### src/rtl/muldiv_pkg.sv
// Shared definitions for the HI/LO multiply/divide unit: op codes, FSM states
// and a helper that classifies ops as signed.
package muldiv_pkg;

    localparam logic [3:0] OP_NOP   = 4'd0;
    localparam logic [3:0] OP_MULT  = 4'd1;
    localparam logic [3:0] OP_MULTU = 4'd2;
    localparam logic [3:0] OP_MADD  = 4'd3;
    localparam logic [3:0] OP_MADDU = 4'd4;
    localparam logic [3:0] OP_MSUB  = 4'd5;
    localparam logic [3:0] OP_MSUBU = 4'd6;
    localparam logic [3:0] OP_DIV   = 4'd7;
    localparam logic [3:0] OP_DIVU  = 4'd8;
    localparam logic [3:0] OP_MTHI  = 4'd9;
    localparam logic [3:0] OP_MTLO  = 4'd10;

    typedef enum logic [1:0] {
        ST_IDLE     = 2'd0,
        ST_MUL_ITER = 2'd1,
        ST_DIV_ITER = 2'd2,
        ST_FINISH   = 2'd3
    } state_t;

    function automatic logic is_signed(input logic [3:0] op);
        return (op == OP_MULT) || (op == OP_MADD) || (op == OP_MSUB) || (op == OP_DIV);
    endfunction

    function automatic logic is_mul(input logic [3:0] op);
        return (op >= OP_MULT) && (op <= OP_MSUBU);
    endfunction

endpackage

### src/rtl/hilo_muldiv_unit_if.sv
// Issue/result bundle between the EX stage (master) and the muldiv unit (slave).
interface hilo_muldiv_unit_if #(parameter int WIDTH = 32);
    import muldiv_pkg::*;

    // start is taken only while busy=0 and flush=0; while busy=1 the issuer
    // holds the instruction. done pulses once with HI/LO already updated.
    logic             start;
    logic [3:0]       op;
    logic [WIDTH-1:0] a;
    logic [WIDTH-1:0] b;
    logic             flush;
    logic             busy;
    logic             done;
    logic             div_by_zero;
    logic [WIDTH-1:0] hi;
    logic [WIDTH-1:0] lo;
    state_t           state;

    modport master (
        output start, op, a, b, flush,
        input  busy, done, div_by_zero, hi, lo, state
    );

    modport slave (
        input  start, op, a, b, flush,
        output busy, done, div_by_zero, hi, lo, state
    );

endinterface

### src/rtl/muldiv_iter_core.sv
// Shared radix-2 datapath: shift-add multiply or restoring divide, one bit per step.
// upper/lower hold {product_hi, product_lo} or {remainder, quotient}.
module muldiv_iter_core #(
    parameter int WIDTH = 32
) (
    input  logic             clk,
    input  logic             rst,
    input  logic             load,
    input  logic             step,
    input  logic             div_mode,
    input  logic [WIDTH-1:0] opa,
    input  logic [WIDTH-1:0] opb,
    output logic             last,
    output logic [WIDTH-1:0] upper,
    output logic [WIDTH-1:0] lower
);
    localparam int CNT_W = $clog2(WIDTH) + 1;

    logic [CNT_W-1:0] count;
    logic             mode;
    logic [WIDTH-1:0] m;
    logic [WIDTH:0]   mul_sum;
    logic [WIDTH:0]   shifted;
    logic             fits;
    logic [WIDTH-1:0] diff;

    always_comb begin
        mul_sum = {1'b0, upper} + {1'b0, (lower[0] ? m : '0)};
        shifted = {upper, lower[WIDTH-1]};
        fits    = shifted >= {1'b0, m};
        // Remainder after a successful subtract is below m, so WIDTH bits suffice.
        diff    = shifted[WIDTH-1:0] - m;
    end

    assign last = (count == CNT_W'(WIDTH - 1));

    always_ff @(posedge clk or posedge rst) begin
        if (rst) begin
            upper <= '0;
            lower <= '0;
            m     <= '0;
            count <= '0;
            mode  <= 1'b0;
        end else if (load) begin
            upper <= '0;
            lower <= opa;
            m     <= opb;
            count <= '0;
            mode  <= div_mode;
        end else if (step) begin
            count <= count + 1'b1;
            if (mode) begin
                if (fits) begin
                    upper <= diff;
                    lower <= {lower[WIDTH-2:0], 1'b1};
                end else begin
                    upper <= shifted[WIDTH-1:0];
                    lower <= {lower[WIDTH-2:0], 1'b0};
                end
            end else begin
                upper <= mul_sum[WIDTH:1];
                lower <= {mul_sum[0], lower[WIDTH-1:1]};
            end
        end
    end

endmodule

### src/rtl/hilo_muldiv_unit.sv
// HI/LO owner for the CPU: FSM, sign fix-up, madd/msub accumulate and the
// HI/LO registers around the shared iterative multiply/divide core.
module hilo_muldiv_unit
    import muldiv_pkg::*;
#(
    parameter int WIDTH = 32
) (
    input  logic                 clk,
    input  logic                 rst,
    hilo_muldiv_unit_if.slave    bus
);
    state_t           state;
    logic [3:0]       op_q;
    logic             neg_p;
    logic             neg_r;
    logic [WIDTH-1:0] hi_q;
    logic [WIDTH-1:0] lo_q;
    logic             busy_q;
    logic             done_q;
    logic             dbz_q;

    logic             op_signed;
    logic             a_neg;
    logic             b_neg;
    logic [WIDTH-1:0] a_mag;
    logic [WIDTH-1:0] b_mag;
    logic             accept;
    logic             core_load;
    logic             core_step;
    logic             core_last;
    logic [WIDTH-1:0] core_upper;
    logic [WIDTH-1:0] core_lower;

    logic [2*WIDTH-1:0] prod_mag;
    logic [2*WIDTH-1:0] prod;
    logic [2*WIDTH-1:0] hilo_cur;
    logic [2*WIDTH-1:0] hilo_mul;
    logic [WIDTH-1:0]   quot;
    logic [WIDTH-1:0]   rem;

    always_comb begin
        op_signed = is_signed(bus.op);
        a_neg     = op_signed & bus.a[WIDTH-1];
        b_neg     = op_signed & bus.b[WIDTH-1];
        // -2^(W-1) maps onto itself, which is already the right unsigned magnitude.
        a_mag     = a_neg ? -bus.a : bus.a;
        b_mag     = b_neg ? -bus.b : bus.b;
        accept    = (state == ST_IDLE) && bus.start && !bus.flush;
        core_load = accept && (is_mul(bus.op) ||
                    (((bus.op == OP_DIV) || (bus.op == OP_DIVU)) && (bus.b != '0)));
        core_step = ((state == ST_MUL_ITER) || (state == ST_DIV_ITER)) && !bus.flush;
    end

    muldiv_iter_core #(.WIDTH(WIDTH)) u_core (
        .clk      (clk),
        .rst      (rst),
        .load     (core_load),
        .step     (core_step),
        .div_mode ((bus.op == OP_DIV) || (bus.op == OP_DIVU)),
        .opa      (a_mag),
        .opb      (b_mag),
        .last     (core_last),
        .upper    (core_upper),
        .lower    (core_lower)
    );

    always_comb begin
        prod_mag = {core_upper, core_lower};
        prod     = neg_p ? -prod_mag : prod_mag;
        hilo_cur = {hi_q, lo_q};
        case (op_q)
            OP_MADD, OP_MADDU: hilo_mul = hilo_cur + prod;
            OP_MSUB, OP_MSUBU: hilo_mul = hilo_cur - prod;
            default:           hilo_mul = prod;
        endcase
        quot = neg_p ? -core_lower : core_lower;
        rem  = neg_r ? -core_upper : core_upper;
    end

    always_ff @(posedge clk or posedge rst) begin
        if (rst) begin
            state  <= ST_IDLE;
            op_q   <= OP_NOP;
            neg_p  <= 1'b0;
            neg_r  <= 1'b0;
            hi_q   <= '0;
            lo_q   <= '0;
            busy_q <= 1'b0;
            done_q <= 1'b0;
            dbz_q  <= 1'b0;
        end else begin
            done_q <= 1'b0;
            dbz_q  <= 1'b0;
            if (bus.flush && (state != ST_IDLE)) begin
                state  <= ST_IDLE;
                busy_q <= 1'b0;
            end else begin
                case (state)
                    ST_IDLE: begin
                        if (accept) begin
                            op_q  <= bus.op;
                            neg_p <= a_neg ^ b_neg;
                            neg_r <= a_neg;
                            case (bus.op)
                                OP_MTHI: begin
                                    hi_q   <= bus.a;
                                    done_q <= 1'b1;
                                end
                                OP_MTLO: begin
                                    lo_q   <= bus.a;
                                    done_q <= 1'b1;
                                end
                                OP_MULT, OP_MULTU, OP_MADD, OP_MADDU, OP_MSUB, OP_MSUBU: begin
                                    state  <= ST_MUL_ITER;
                                    busy_q <= 1'b1;
                                end
                                OP_DIV, OP_DIVU: begin
                                    if (bus.b == '0) begin
                                        done_q <= 1'b1;
                                        dbz_q  <= 1'b1;
                                    end else begin
                                        state  <= ST_DIV_ITER;
                                        busy_q <= 1'b1;
                                    end
                                end
                                default: ;
                            endcase
                        end
                    end
                    ST_MUL_ITER, ST_DIV_ITER: begin
                        if (core_last) state <= ST_FINISH;
                    end
                    ST_FINISH: begin
                        if ((op_q == OP_DIV) || (op_q == OP_DIVU)) begin
                            lo_q <= quot;
                            hi_q <= rem;
                        end else begin
                            {hi_q, lo_q} <= hilo_mul;
                        end
                        done_q <= 1'b1;
                        busy_q <= 1'b0;
                        state  <= ST_IDLE;
                    end
                    default: state <= ST_IDLE;
                endcase
            end
        end
    end

    assign bus.busy        = busy_q;
    assign bus.done        = done_q;
    assign bus.div_by_zero = dbz_q;
    assign bus.hi          = hi_q;
    assign bus.lo          = lo_q;
    assign bus.state       = state;

endmodule

### src/flat_wrapper.sv
// flat-port wrapper written by rule: the top's interface ports become plain ports
module hilo_muldiv_unit_flat import muldiv_pkg::*;
#(
    parameter int WIDTH = 32
)
  (clk, rst, bus_start, bus_op, bus_a, bus_b, bus_flush, bus_busy, bus_done, bus_div_by_zero, bus_hi, bus_lo, bus_state);
  hilo_muldiv_unit_if #(.WIDTH(WIDTH)) bus_i ();
  input  logic clk;
  input  logic rst;
  input wire logic [$bits(bus_i.start)-1:0] bus_start;
  input wire logic [$bits(bus_i.op)-1:0] bus_op;
  input wire logic [$bits(bus_i.a)-1:0] bus_a;
  input wire logic [$bits(bus_i.b)-1:0] bus_b;
  input wire logic [$bits(bus_i.flush)-1:0] bus_flush;
  output wire logic [$bits(bus_i.busy)-1:0] bus_busy;
  output wire logic [$bits(bus_i.done)-1:0] bus_done;
  output wire logic [$bits(bus_i.div_by_zero)-1:0] bus_div_by_zero;
  output wire logic [$bits(bus_i.hi)-1:0] bus_hi;
  output wire logic [$bits(bus_i.lo)-1:0] bus_lo;
  output wire logic [$bits(bus_i.state)-1:0] bus_state;
  assign bus_i.start = bus_start;
  assign bus_i.op = bus_op;
  assign bus_i.a = bus_a;
  assign bus_i.b = bus_b;
  assign bus_i.flush = bus_flush;
  assign bus_busy = bus_i.busy;
  assign bus_done = bus_i.done;
  assign bus_div_by_zero = bus_i.div_by_zero;
  assign bus_hi = bus_i.hi;
  assign bus_lo = bus_i.lo;
  assign bus_state = bus_i.state;
  hilo_muldiv_unit #(.WIDTH(WIDTH)) u_core (.clk(clk), .rst(rst), .bus(bus_i));
endmodule
### config.mk
export PLATFORM = sky130hd
export DESIGN_NAME = hilo_muldiv_unit_flat
export DESIGN_NICKNAME = d
export VERILOG_FILES = /design/src/rtl/muldiv_pkg.sv /design/src/rtl/hilo_muldiv_unit_if.sv /design/src/rtl/muldiv_iter_core.sv /design/src/rtl/hilo_muldiv_unit.sv /design/src/flat_wrapper.sv
export SDC_FILE = /design/constraint.sdc
export NUM_CORES = 1
export LEC_CHECK = 0
export CAP_MARGIN = 40
export CORE_MARGIN = 5
export CORE_UTILIZATION = 45
export DETAILED_ROUTE_END_ITERATION = 10
export PLACE_DENSITY = 0.7
export RECOVER_POWER = 25
export SKIP_CTS_REPAIR_TIMING = 1
export SYNTH_ARGS = -nofsm -noshare
export SYNTH_HDL_FRONTEND = slang
export SYNTH_HIERARCHICAL = 1
export SYNTH_SLANG_ARGS = --single-unit
### constraint.sdc
create_clock -name clk -period 12.4 [get_ports clk]
set_input_delay 3.1 -clock clk [delete_from_list [all_inputs] [get_ports clk]]
set_output_delay 3.1 -clock clk [all_outputs]
set_load 0.02 [all_outputs]
==> key figures <==
Timing
  • Final hold vios: 0
  • Worst-margin pin slew: between 3000 and 4000 ps
  • Worst setup margin: 5000 ps
  • Final setup fails: 0
  • Fmax: 135 MHz
  • Post-route clock period utilization: 59.7%
  • Unrepaired setup endpoints after global routing: no
  • Clock Skew: 24.9 ps
  • Final Critical Period: between 7000 and 8000 ps
  • Max transition margin: -108%
  • Setup tns final: 0 ps
  • Max Transition Viols Final: 93

Clock network
  • CTS Buffer Depth: 2
  • TritonCTS Sinks: 178
  • CTS tree: yes
  • Inserted Clock Buffers: 17
  • H-tree depth: 4
  • Clock Tree Root: clkbuf_16
  • Reg clk slew, reported paths: 80 ps
  • Worst skew pair latency: 520 ps

Flow run
  • Max-Cap Viols: 2

GRT
  • First-pass GRT wire length: 132 mm
  • Total grt overflow: 0
  • Initial antenna violation count: 1
  • Global Route Usage Sum: about 31%
  • Largest net degree at the start of global routing: around 110
  • Number of global-route vias before repair: about 22000

Die
  • Initial core utilization: 45.7%
  • Ports: roughly 140
  • Die Height: ~230 um
  • Rows: 81
  • Total die area: approximately 54000 um2
  • Core area: a little under 50000 um2
  • Die Span X: approximately 230 um

Placement
  • Placer Congestion: just under 1
  • Placed insts: approximately 3700
  • Worst slack at placement: between 4000 and 5000 ps
  • Port bufs: 140
  • Post-DP HPWL: 68.2 mm

Critical path
  • Endpoint class of the critical path: flop
  • R2R cell count: 24
  • Crit path cell chain: inv_1 > ha_1 > nor4b_2 > nand3_1 > or3_1 > or4_4 > a211oi_2 > nand4_1 > or4_1 > or2_1 > inv_1 > a21oi_1 > xor2_1 > ha_1 > nand4_1 > nor4_1 > nand4_1 > or4_1 > o21ai_0 > a21oi_1 > o21ai_0 > a21oi_1 > xor2_1 > o211ai_1
  • CP max-delay cell: or3_1
  • CP startpoint kind: flop
  • CP Buf/Inv Count: 2
  • Crit-path leading delay family: simple AND/OR/NAND/NOR gates
  • Kind of critical path: flop to flop
  • Largest stage delay, worst path: 710 ps
  • WP data arrival: approximately 7800 ps
  • WP depth: 24
  • Worst EP required: approximately 13000 ps
  • CP max FO: 16

Yosys
  • Flops & latches, synth: between 150 and 200
  • Syn avg cell area: 7.38 um2
  • Synthesized cell area: 22400 um2
  • Post-synth EDFFs: 0
  • Register area share after synthesis: 19.8%
  • Area share of the leading cell type in the synthesized netlist: slightly below 20%
  • Ys async rst share: 100%
  • Post-synth net total: ~3300
  • Yosys warning total: 6
  • Unique masters post-synth: 98
  • Synth area leader: dfrtp_1
  • Synth Flop Type: dfrtp_1
  • Largest cells by area after synthesis: dfrtp_1, ha_1, xor2_1
  • Post-Synthesis Cells: just over 3000

Layout
  • Final Non-Filler Cells: roughly 3700
  • Fin nets: 3256
  • Leading cell types in the layout, fill and taps excluded: nand2_1, a21oi_1, o21ai_0
  • Layout cells sized above 1: under 10%
  • Filler cells: 4870
  • P&R area growth vs syn: 10.4%
  • Commonest non-fill, non-tap cell in the layout: nand2_1

Min path
  • Worst hold path depth: 2
  • Worst min path class: flop to flop

Drt
  • DRT Pass-1 Iters: 8
  • Final ANT Viol Nets: 0
  • Routed len/inst: around 23 um
  • Vias per cell: about 6.4
  • DR DRC count: 0
  • DRT iter0 DRCs: between 2000 and 3000
  • Via count: ~24000
  • Routed WL: 87.5 mm

Outcome
  • Outcome: complete, but fails checks
  • Violated checks: max-capacitance violations, max-slew violations
worst paths after layout:
kind | to | start | slack, ps
worst min register to register | u_core/neg_p | u_core/neg_p | 520
worst max-delay path | u_core/bus.hi[24] | u_core/u_core/lower[1] | 5000
min in group asynchronous | u_core/bus.lo[2] | rst | 3390
worst min-delay path | u_core/neg_p | u_core/neg_p | 520
max in group asynchronous | u_core/neg_p | rst | 5290
worst max register to register | u_core/bus.hi[24] | u_core/u_core/lower[1] | 5000
logic make-up after synthesis:
kind of cell | count (synthesis) | synth area share, %
simple gates | 1035 | 22.9
compound gates | 1026 | 28.9
xor+xnor | 319 | 12.5
buf+inv | 276 | 4.90
flops | 178 | 19.8
fa+ha+maj | 138 | 7.79
mux | 68 | 3.11
stage by stage:
stage | cell area [um2] | hold slack [ps] | util (%)
2_1_floorplan | 22400 | 499 | -
3_3_place_gp | 24100 | 501 | 49.1
3_5_place_dp | 24200 | 508 | 49.2
4_1_cts | 24800 | 525 | 50.4
5_1_grt | 24800 | 560 | 50.4
6_report | 24800 | 520 | 50.4
per-layer routing:
| metal | part of all wire, % | wire, um | global-route usage, % |
|---|---|---|---|
| met2 | 43 | 37900 | 47.7 |
| met1 | 44 | 38300 | 43.9 |
| met3 | 8.8 | 7740 | 5.34 |
| met5 | 0 | 0 | 0 |
| met4 | 4.1 | 3600 | 12.4 |
sequential cells by signal (all words and copies together), names as in the netlist, 2 cells and up:
signal / count
u_core/bus.hi: 32
u_core/u_core/upper: 32
u_core/op_q: 4
u_core/bus.state: 2
u_core/u_core/count: 6
u_core/u_core/lower: 32
u_core/u_core/m: 32
u_core/bus.lo: 32
cell type report:
class | instances | area, um2 | share of cell area, %
clock buffer | 17 | 425 | 1.72
antenna | 2 | 5.00 | 0.0202
inverter | 99 | 377 | 1.52
tap | 664 | 831 | 3.35
multi-input combinational | 2586 | 16900 | 68.2
sequential | 178 | 4460 | 18.0
clock inverter | 15 | 171 | 0.692
timing repair buffer | 164 | 1600 | 6.45
synth_stat cells (43+ instances only):
cell and instances:
nand3_1 51, xor2_1 175, inv_1 97, clkbuf_1 141, xnor2_1 143, o21ai_0 286, and2_1 55, o31ai_1 45
ha_1 135, nand2_1 337, a21oi_1 286, nand4_1 43, nor3_1 71, mux2i_1 54, o211ai_1 45, nor2_1 235
a21o_1 83, dfrtp_1 178
worst register-to-register path, stage by stage, from the launching register on:
cell,delay (ps)
dfrtp_1,480
inv_1,120
ha_1,240
nor4b_2,530
nand3_1,410
or3_1,710
or4_4,510
a211oi_2,340
nand4_1,160
or4_1,600
or2_1,270
inv_1,90
a21oi_1,80
xor2_1,200
ha_1,420
nand4_1,170
nor4_1,460
nand4_1,170
or4_1,430
o21ai_0,200
a21oi_1,120
o21ai_0,190
a21oi_1,100
xor2_1,160
o211ai_1,160
Power is not shown: default switching activity piles up to over one toggle a cycle in this logic, so the estimate is an artifact.
